### src/rtl/mips32_prog_loader.sv
// Streams instruction words into MIPS32 instruction memory from address 0, holds the core in reset while loading and guarantees a trailing HALT.
// Optional feature: define PROG_LOADER_CKSUM_EN to build the additive checksum of accepted words (cksum is constant 0 otherwise).
module mips32_prog_loader #(
    parameter int          ADDR_W    = 10,
    parameter logic [31:0] HALT_WORD = 32'hFC000000
) (
    input  logic              clk1,
    input  logic              reset_n,
    input  logic              start,
    input  logic              s_valid,
    output logic              s_ready,
    input  logic [31:0]       s_data,
    input  logic              s_last,
    output logic              mem_we,
    output logic [ADDR_W-1:0] mem_addr,
    output logic [31:0]       mem_wdata,
    output logic              cpu_hold,
    output logic              busy,
    output logic              done,
    output logic              err_ovf,
    output logic [ADDR_W:0]   word_count,
    output logic [31:0]       cksum
);

    localparam logic [ADDR_W-1:0] PTR_LAST = {ADDR_W{1'b1}};
    localparam logic [ADDR_W:0]   DEPTH    = {1'b1, {ADDR_W{1'b0}}};

    typedef enum logic [2:0] {
        S_IDLE = 3'd0,
        S_LOAD = 3'd1,
        S_FILL = 3'd2,
        S_DONE = 3'd3,
        S_ERR  = 3'd4
    } state_t;

    state_t              state_q, state_d;
    logic [ADDR_W-1:0]   ptr_q, ptr_d;
    logic [ADDR_W:0]     wc_q, wc_d;
    logic                we_q, we_d;
    logic [ADDR_W-1:0]   addr_q, addr_d;
    logic [31:0]         wdata_q, wdata_d;
    logic                hold_q, hold_d;
    logic                busy_q, busy_d;
    logic                done_q, done_d;
    logic                err_q, err_d;

    function automatic logic [ADDR_W:0] sat_inc(input logic [ADDR_W:0] v);
        if (v == DEPTH) begin
            sat_inc = v;
        end else begin
            sat_inc = v + (ADDR_W+1)'(1);
        end
    endfunction

    assign s_ready = (state_q == S_LOAD);

    // Next-state, write-port and status decode
    always_comb begin
        state_d = state_q;
        ptr_d   = ptr_q;
        wc_d    = wc_q;
        we_d    = 1'b0;
        addr_d  = addr_q;
        wdata_d = wdata_q;
        case (state_q)
            S_IDLE, S_DONE, S_ERR: begin
                if (start) begin
                    state_d = S_LOAD;
                    ptr_d   = '0;
                    wc_d    = '0;
                end else begin
                    state_d = state_q;
                end
            end
            S_LOAD: begin
                if (s_valid) begin
                    we_d    = 1'b1;
                    addr_d  = ptr_q;
                    wdata_d = s_data;
                    ptr_d   = ptr_q + ADDR_W'(1);
                    wc_d    = sat_inc(wc_q);
                    if (s_last) begin
                        if (s_data == HALT_WORD) begin
                            state_d = S_DONE;
                        end else if (ptr_q != PTR_LAST) begin
                            state_d = S_FILL;
                        end else begin
                            state_d = S_ERR;
                        end
                    end else if (ptr_q == PTR_LAST) begin
                        state_d = S_ERR;
                    end else begin
                        state_d = S_LOAD;
                    end
                end else begin
                    state_d = S_LOAD;
                end
            end
            S_FILL: begin
                we_d    = 1'b1;
                addr_d  = ptr_q;
                wdata_d = HALT_WORD;
                wc_d    = sat_inc(wc_q);
                state_d = S_DONE;
            end
            default: begin
                state_d = S_IDLE;
            end
        endcase
        // Status flags follow the next state so they change together with it
        busy_d = (state_d == S_LOAD) || (state_d == S_FILL);
        done_d = (state_d == S_DONE);
        err_d  = (state_d == S_ERR);
        hold_d = (state_d != S_DONE);
    end

    // State and registered outputs
    always_ff @(posedge clk1 or negedge reset_n) begin
        if (!reset_n) begin
            state_q <= S_IDLE;
            ptr_q   <= '0;
            wc_q    <= '0;
            we_q    <= 1'b0;
            addr_q  <= '0;
            wdata_q <= 32'd0;
            hold_q  <= 1'b1;
            busy_q  <= 1'b0;
            done_q  <= 1'b0;
            err_q   <= 1'b0;
        end else begin
            state_q <= state_d;
            ptr_q   <= ptr_d;
            wc_q    <= wc_d;
            we_q    <= we_d;
            addr_q  <= addr_d;
            wdata_q <= wdata_d;
            hold_q  <= hold_d;
            busy_q  <= busy_d;
            done_q  <= done_d;
            err_q   <= err_d;
        end
    end

    assign mem_we     = we_q;
    assign mem_addr   = addr_q;
    assign mem_wdata  = wdata_q;
    assign cpu_hold   = hold_q;
    assign busy       = busy_q;
    assign done       = done_q;
    assign err_ovf    = err_q;
    assign word_count = wc_q;

`ifdef PROG_LOADER_CKSUM_EN
    logic [31:0] cksum_q, cksum_d;
    logic        load_entry_s;
    logic        accept_s;

    assign load_entry_s = start && ((state_q == S_IDLE) || (state_q == S_DONE) || (state_q == S_ERR));
    assign accept_s     = s_valid && (state_q == S_LOAD);

    // Checksum accumulator; the appended HALT never passes through here
    always_comb begin
        cksum_d = cksum_q;
        if (load_entry_s) begin
            cksum_d = 32'd0;
        end else if (accept_s) begin
            cksum_d = cksum_q + s_data;
        end else begin
            cksum_d = cksum_q;
        end
    end

    // Checksum register
    always_ff @(posedge clk1 or negedge reset_n) begin
        if (!reset_n) begin
            cksum_q <= 32'd0;
        end else begin
            cksum_q <= cksum_d;
        end
    end

    assign cksum = cksum_q;
`else
    assign cksum = 32'd0;
`endif

endmodule

### config.mk
export PLATFORM = sky130hd
export DESIGN_NAME = mips32_prog_loader
export DESIGN_NICKNAME = d
export VERILOG_FILES = /design/src/rtl/mips32_prog_loader.sv
export SDC_FILE = /design/constraint.sdc
export NUM_CORES = 1
export LEC_CHECK = 0
export BUFFER_PORTS_ARGS = -buffer_cell sky130_fd_sc_hd__buf_4
export CAP_MARGIN = 20
export CORE_AREA = 2 2 75 113
export CTS_CLUSTER_SIZE = 14
export DETAILED_ROUTE_END_ITERATION = 7
export DIE_AREA = 0 0 77 115
export PLACE_DENSITY = 0.87
export SLEW_MARGIN = 40
export SYNTH_ARGS = -nofsm -noshare
export SYNTH_HDL_FRONTEND = slang
export SYNTH_SLANG_ARGS = --single-unit
### constraint.sdc
create_clock -name clk1 -period 1.65 [get_ports clk1]
set_input_delay 0 -clock clk1 [delete_from_list [all_inputs] [get_ports clk1]]
set_output_delay 0 -clock clk1 [all_outputs]
set_load 0.005 [all_outputs]
; After elaboration in Yosys (flattened, before gate mapping)
; Cells that the tools add are included.
[totals]
regBits = 71
in_bits = 37
out_inout_bits = 91
[classes]
add_sub_neg = 2
n_eq_ne = 15
n_mux = 20
n_reduce_logical = 9
[op_table]
columns = cell, count
row1 = $pmux 32 s2, 1
row2 = $pmux 10 s2, 2
row3 = $mux 11, 3
row4 = $pmux 11 s3, 1
row5 = $eq 32x32->1 const B, 1
row6 = $mux 32, 1
row7 = $mux 10, 3
row8 = $mux 3, 6
row9 = $eq 3x2->1 const B, 4
row10 = $add 11x1->11 const B, 1
row11 = $eq 11x11->1 const B, 1
row12 = $add 10x1->10 const B, 1
row13 = $eq 10x10->1 const B, 1
row14 = $ne 10x10->1 const B, 1
row15 = $pmux 3 s3, 1
row16 = $eq 3x1->1 const B, 2
row17 = $eq 3x3->1 const B, 2
row18 = $reduce_and 3->1, 2
row19 = $ne 2x2->1 const B, 2
row20 = $reduce_bool 2->1, 2
row21 = $logic_not 3->1, 1
row22 = $ne 3x2->1 const B, 1
row23 = $reduce_bool 3->1, 1
row24 = $reduce_or 3->1, 1
row25 = 4 further kinds, 4

; Depth between registers and ports, before layout
[logic_depth]
word_depth = 8
mapped_depth = 10
mapped_depth_nobuf = 7

; Worst setup path before layout
; Ideal clock, no wire load.
[synth_timing]
path_kind = register to register
from = register wc_q[0], in the netlist word_count[0]
to = register wc_q[10], in the netlist word_count[10]
setup_time_ps = 78
arrival_time_ps = 1681
slack_ps = -109
path_stages_with_launch = 8
path_buffers = 0
synth_period_minus_slack_ps = 1759
cell_sequence = dfrtp_1 > inv_1 > ha_1 > nor4b_1 > a41oi_2 > o211ai_2 > or3_1 > a21oi_1
[synth_via]
elab_chain_len = 4
[synth_lines]
columns = element, line_no
row1 = from (decl), 38  ; logic [ADDR_W:0] wc_q, wc_d;
row2 = from (signal assigned), 133  ; wc_q <= wc_d;
row3 = $add 11x1->11 or $eq 11x11->1 (tied branches), "51, 48"
row4 = $mux 11 *, 48  ; if (v == DEPTH) begin
row5 = $mux 11, 76  ; if (s_valid) begin
row6 = $pmux 11 s3 *, 65  ; case (state_q)
; Mark *: on every way between the ends. The rest lies on a longest branch, timed or not. The select of a mux whose other input is x is not followed.
; A chain may end at the register's enable or synchronous reset.

; Final worst setup path
[layout_timing]
from = register wc_q[0], in the netlist word_count[0]
to = register wc_q[9], in the netlist word_count[9]
; Same word-level chain as after synthesis.

==> metrics.csv <==
metric,value,unit
critical-path cell with the highest stage delay,or3_1,
number of global-route vias before repair,3166,
Main synth FF type,dfrtp_1,
register area share after synthesis,51.4,%
Critical Path Stages,7,
Pwr Density,1490,nW/µm²
Detailed Place HPWL,6260,µm
"Avg Cell Area, Syn",10.6,µm²
DR top layer,met4,
met1 WL,3630,µm
"EDFF count, synth",0,
all-layer global routing usage,21.1,%
diode count,0,
R2R cell count,7,
Max Slew Vio Count,0,
DR WL met3,516,µm
Layout area overhead,52.1,%
Num CTS Buffers,9,
dpl cells,546,
"Setup violations, final",9,
wire length per cell,16.0,µm
outcome,"complete, but fails checks",
htree depth,3,
die area,8860,µm²
post-synth cell types,55,
fin nets,533,
flop and latch count out of synthesis,71,
Port Buffers,95,
number of vias per cell,5.17,
met2 WL,5220,µm
LEAKAGE,2.57,nW
failing checks,setup timing,
GRT overflow,0,
filler cell count,605,
max cap viols,0,
clock latency on the worst-skew pair,320,ps
critical path arrival,2110,ps
core area,7910,µm²
skew final,4.38,ps
Die Span X,77,µm
RSZ-0062 raised after global routing,true,
minimum clock period,1880,ps
crit path kind,reg -> reg,
maximum number of pins on one net before global-route repair,45,
Placement Cell Area,4360,µm²
Vias,3112,
Die Height,115,µm
clk buf depth,2,
CTS Sinks,71,
worst path cell trace,"inv_1, ha_2, nor4b_4, a41oi_2, o2111ai_2, or3_1, a21oi_1",
Ys Warns,0,
Async SR Flop Fraction,100,%
DRT iter0 DRCs,119,
Routed Wire Length,9650,µm
Final Cycle Share,114,%
Max Fclk,531,MHz
Final Hold Fails,0,
crit path max fanout,5,
CTS tree,done,
Post-Syn Area,3460,µm²
cell area after layout,5260,µm²
CP required,1880,ps
Hold WS,54.0,ps
Setup crit start kind,flip-flop,
root buffer cell,clkbuf_16,
Routed Antenna Nets,0,
Final WS setup,-233,ps
number of top-level pins,128,
CP max stage delay,410,ps
first-pass GRT wire length,14700,µm
endpoint class of the critical path,flip-flop,
clock slew seen by the registers of the worst setup and hold paths,50,ps
worst path bufs/invs,1,
initial core utilization,43.7,%
fin cells,602,
hold path depth,3,
placer's final routability congestion estimate,0.843,
"CP delay by family, top",compound AO/OA/AOI/OAI gates,
VDD IR max,0.00102,V
# rows,40,
Syn Inst Count,327,
DRT Pass-1 Iters,4,
Hold Crit Class,in -> reg,
setup TNS,-1050,ps
DRC Markers,0,
antenna violations before repair,0,
fraction of layout cells with a size suffix above 1,39.2,%
==> worst paths after layout <==
check	start	slack [ps]	end
worst max-delay path	word_count[0]	-230	word_count[9]
worst min-delay path	start	50	err_ovf
worst max register to register	word_count[0]	-230	word_count[9]
worst min register to register	mem_addr[7]	480	mem_addr[7]
max in group asynchronous	reset_n	960	mem_wdata[25]
min in group asynchronous	reset_n	140	mem_addr[9]
==> cells by family (layout without fill, tap and decap cells) <==
family                     count (synthesis)  after routing  share of synthesized area, %
xor gates and xnor gates                   6              6                          1.52
other                                      1             32                         0.109
AOI/OAI and AO/OA                         76             76                          17.1
adders and majority gates                  3              3                          1.09
buffers and inverters                     55            194                          11.0
and+or+nand+nor                          114            114                          17.3
DFF                                       71             71                          51.4
muxes                                      1              1                         0.398
==> metal layers <==
layer | global-route usage [%] | vias up
li1 | - | 1431
met1 | 23.4 | 1529
met2 | 38.7 | 132
met3 | 4.87 | 20
met4 | 8.93 | 0
met5 | 0 | -
==> what timing repair did <==
item,in CTS,in global routing
gates resized for setup,15,32
hold buffers,34,0
endpoints found under the setup margin,11,46
cloned,0,0
pin swaps,10,14
buffers inserted,4,4
endpoints found under the hold margin,105,0
==> cells in the final DEF (no fill, tap or decap), drive strengths merged, types with 6 or more instances in the layout <==
master	n
o21ai	21
dlygate4sd3	34
buf	136
inv	8
conb	32
clkbuf	11
a22o	26
nand2	47
o22a	6
nand3	8
nor2	13
nor4	7
dfrtp	70
nand4	6
or3	6
a21oi	7
==> stage by stage <==
stage | worst slack [ps] | util, % | total power, mW
after floorplan | -32.9 | - | 4.21
after global placement | 1.82 | 55.2 | 5.42
after detailed placement | -126 | 55.2 | 5.51
after CTS | -101 | 64.2 | 7.58
after global routing | -344 | 66.5 | 8.26
final | -233 | 66.5 | 7.83
==> synthesized netlist by cell type (2+ instances only) <==
cell | n | area, µm²
a21o_1 | 3 | 22.5
a21oi_1 | 6 | 30.0
a22o_1 | 26 | 228
a31oi_1 | 2 | 12.5
and3_1 | 5 | 31.3
buf_1 | 2 | 7.51
buf_2 | 2 | 10.0
buf_4 | 35 | 263
buf_6 | 3 | 33.8
clkbuf_1 | 3 | 11.3
dfrtp_1 | 70 | 1750
ha_1 | 3 | 37.5
inv_1 | 8 | 30.0
nand2_1 | 47 | 176
nand2b_1 | 3 | 18.8
nand3_1 | 8 | 40.0
nand3b_1 | 2 | 15.0
nand4_1 | 5 | 31.3
nor2_1 | 13 | 48.8
nor2b_1 | 2 | 12.5
nor3_2 | 2 | 20.0
nor4_1 | 7 | 43.8
nor4b_1 | 4 | 35.0
o211ai_1 | 2 | 15.0
o21ai_0 | 17 | 85.1
o21ai_1 | 3 | 15.0
o22a_1 | 6 | 52.6
o31ai_1 | 2 | 15.0
or3_1 | 6 | 37.5
xnor2_1 | 4 | 35.0
xor2_1 | 2 | 17.5
==> sequential cells by signal (all words and copies together), names as in the netlist <==
signal      cells
busy            1
cpu_hold        1
done            1
err_ovf         1
mem_addr       10
mem_wdata      32
mem_we          1
ptr_q          10
state_q         3
word_count     11
==> power breakdown <==
group	total, mW	internal [mW]	switching (mW)
Combinational	3.32	1.77	1.56
Clock	1.91	1.23	0.679
Sequential	2.59	2.26	0.338
Total	7.83	5.26	2.58
==> cell type report <==
class | instances | area, µm² | area share (%)
Inverter | 9 | 38.8 | 0.738
Timing Repair Buffer | 170 | 1400 | 26.6
Multi-Input combinational cell | 232 | 1610 | 30.7
Sequential cell | 71 | 1780 | 33.9
Tap cell | 105 | 131 | 2.50
Clock inverter | 4 | 45.0 | 0.857
Clock buffer | 11 | 253 | 4.81
==> tightest hold or removal path, delay by kind of cell <==
kind	cells	cell delay, ps
buffers and inverters	1	130
and+or+nand+nor	1	130
AOI/OAI and AO/OA	1	70
No activity file was read; power rests on OpenSTA's default activity.
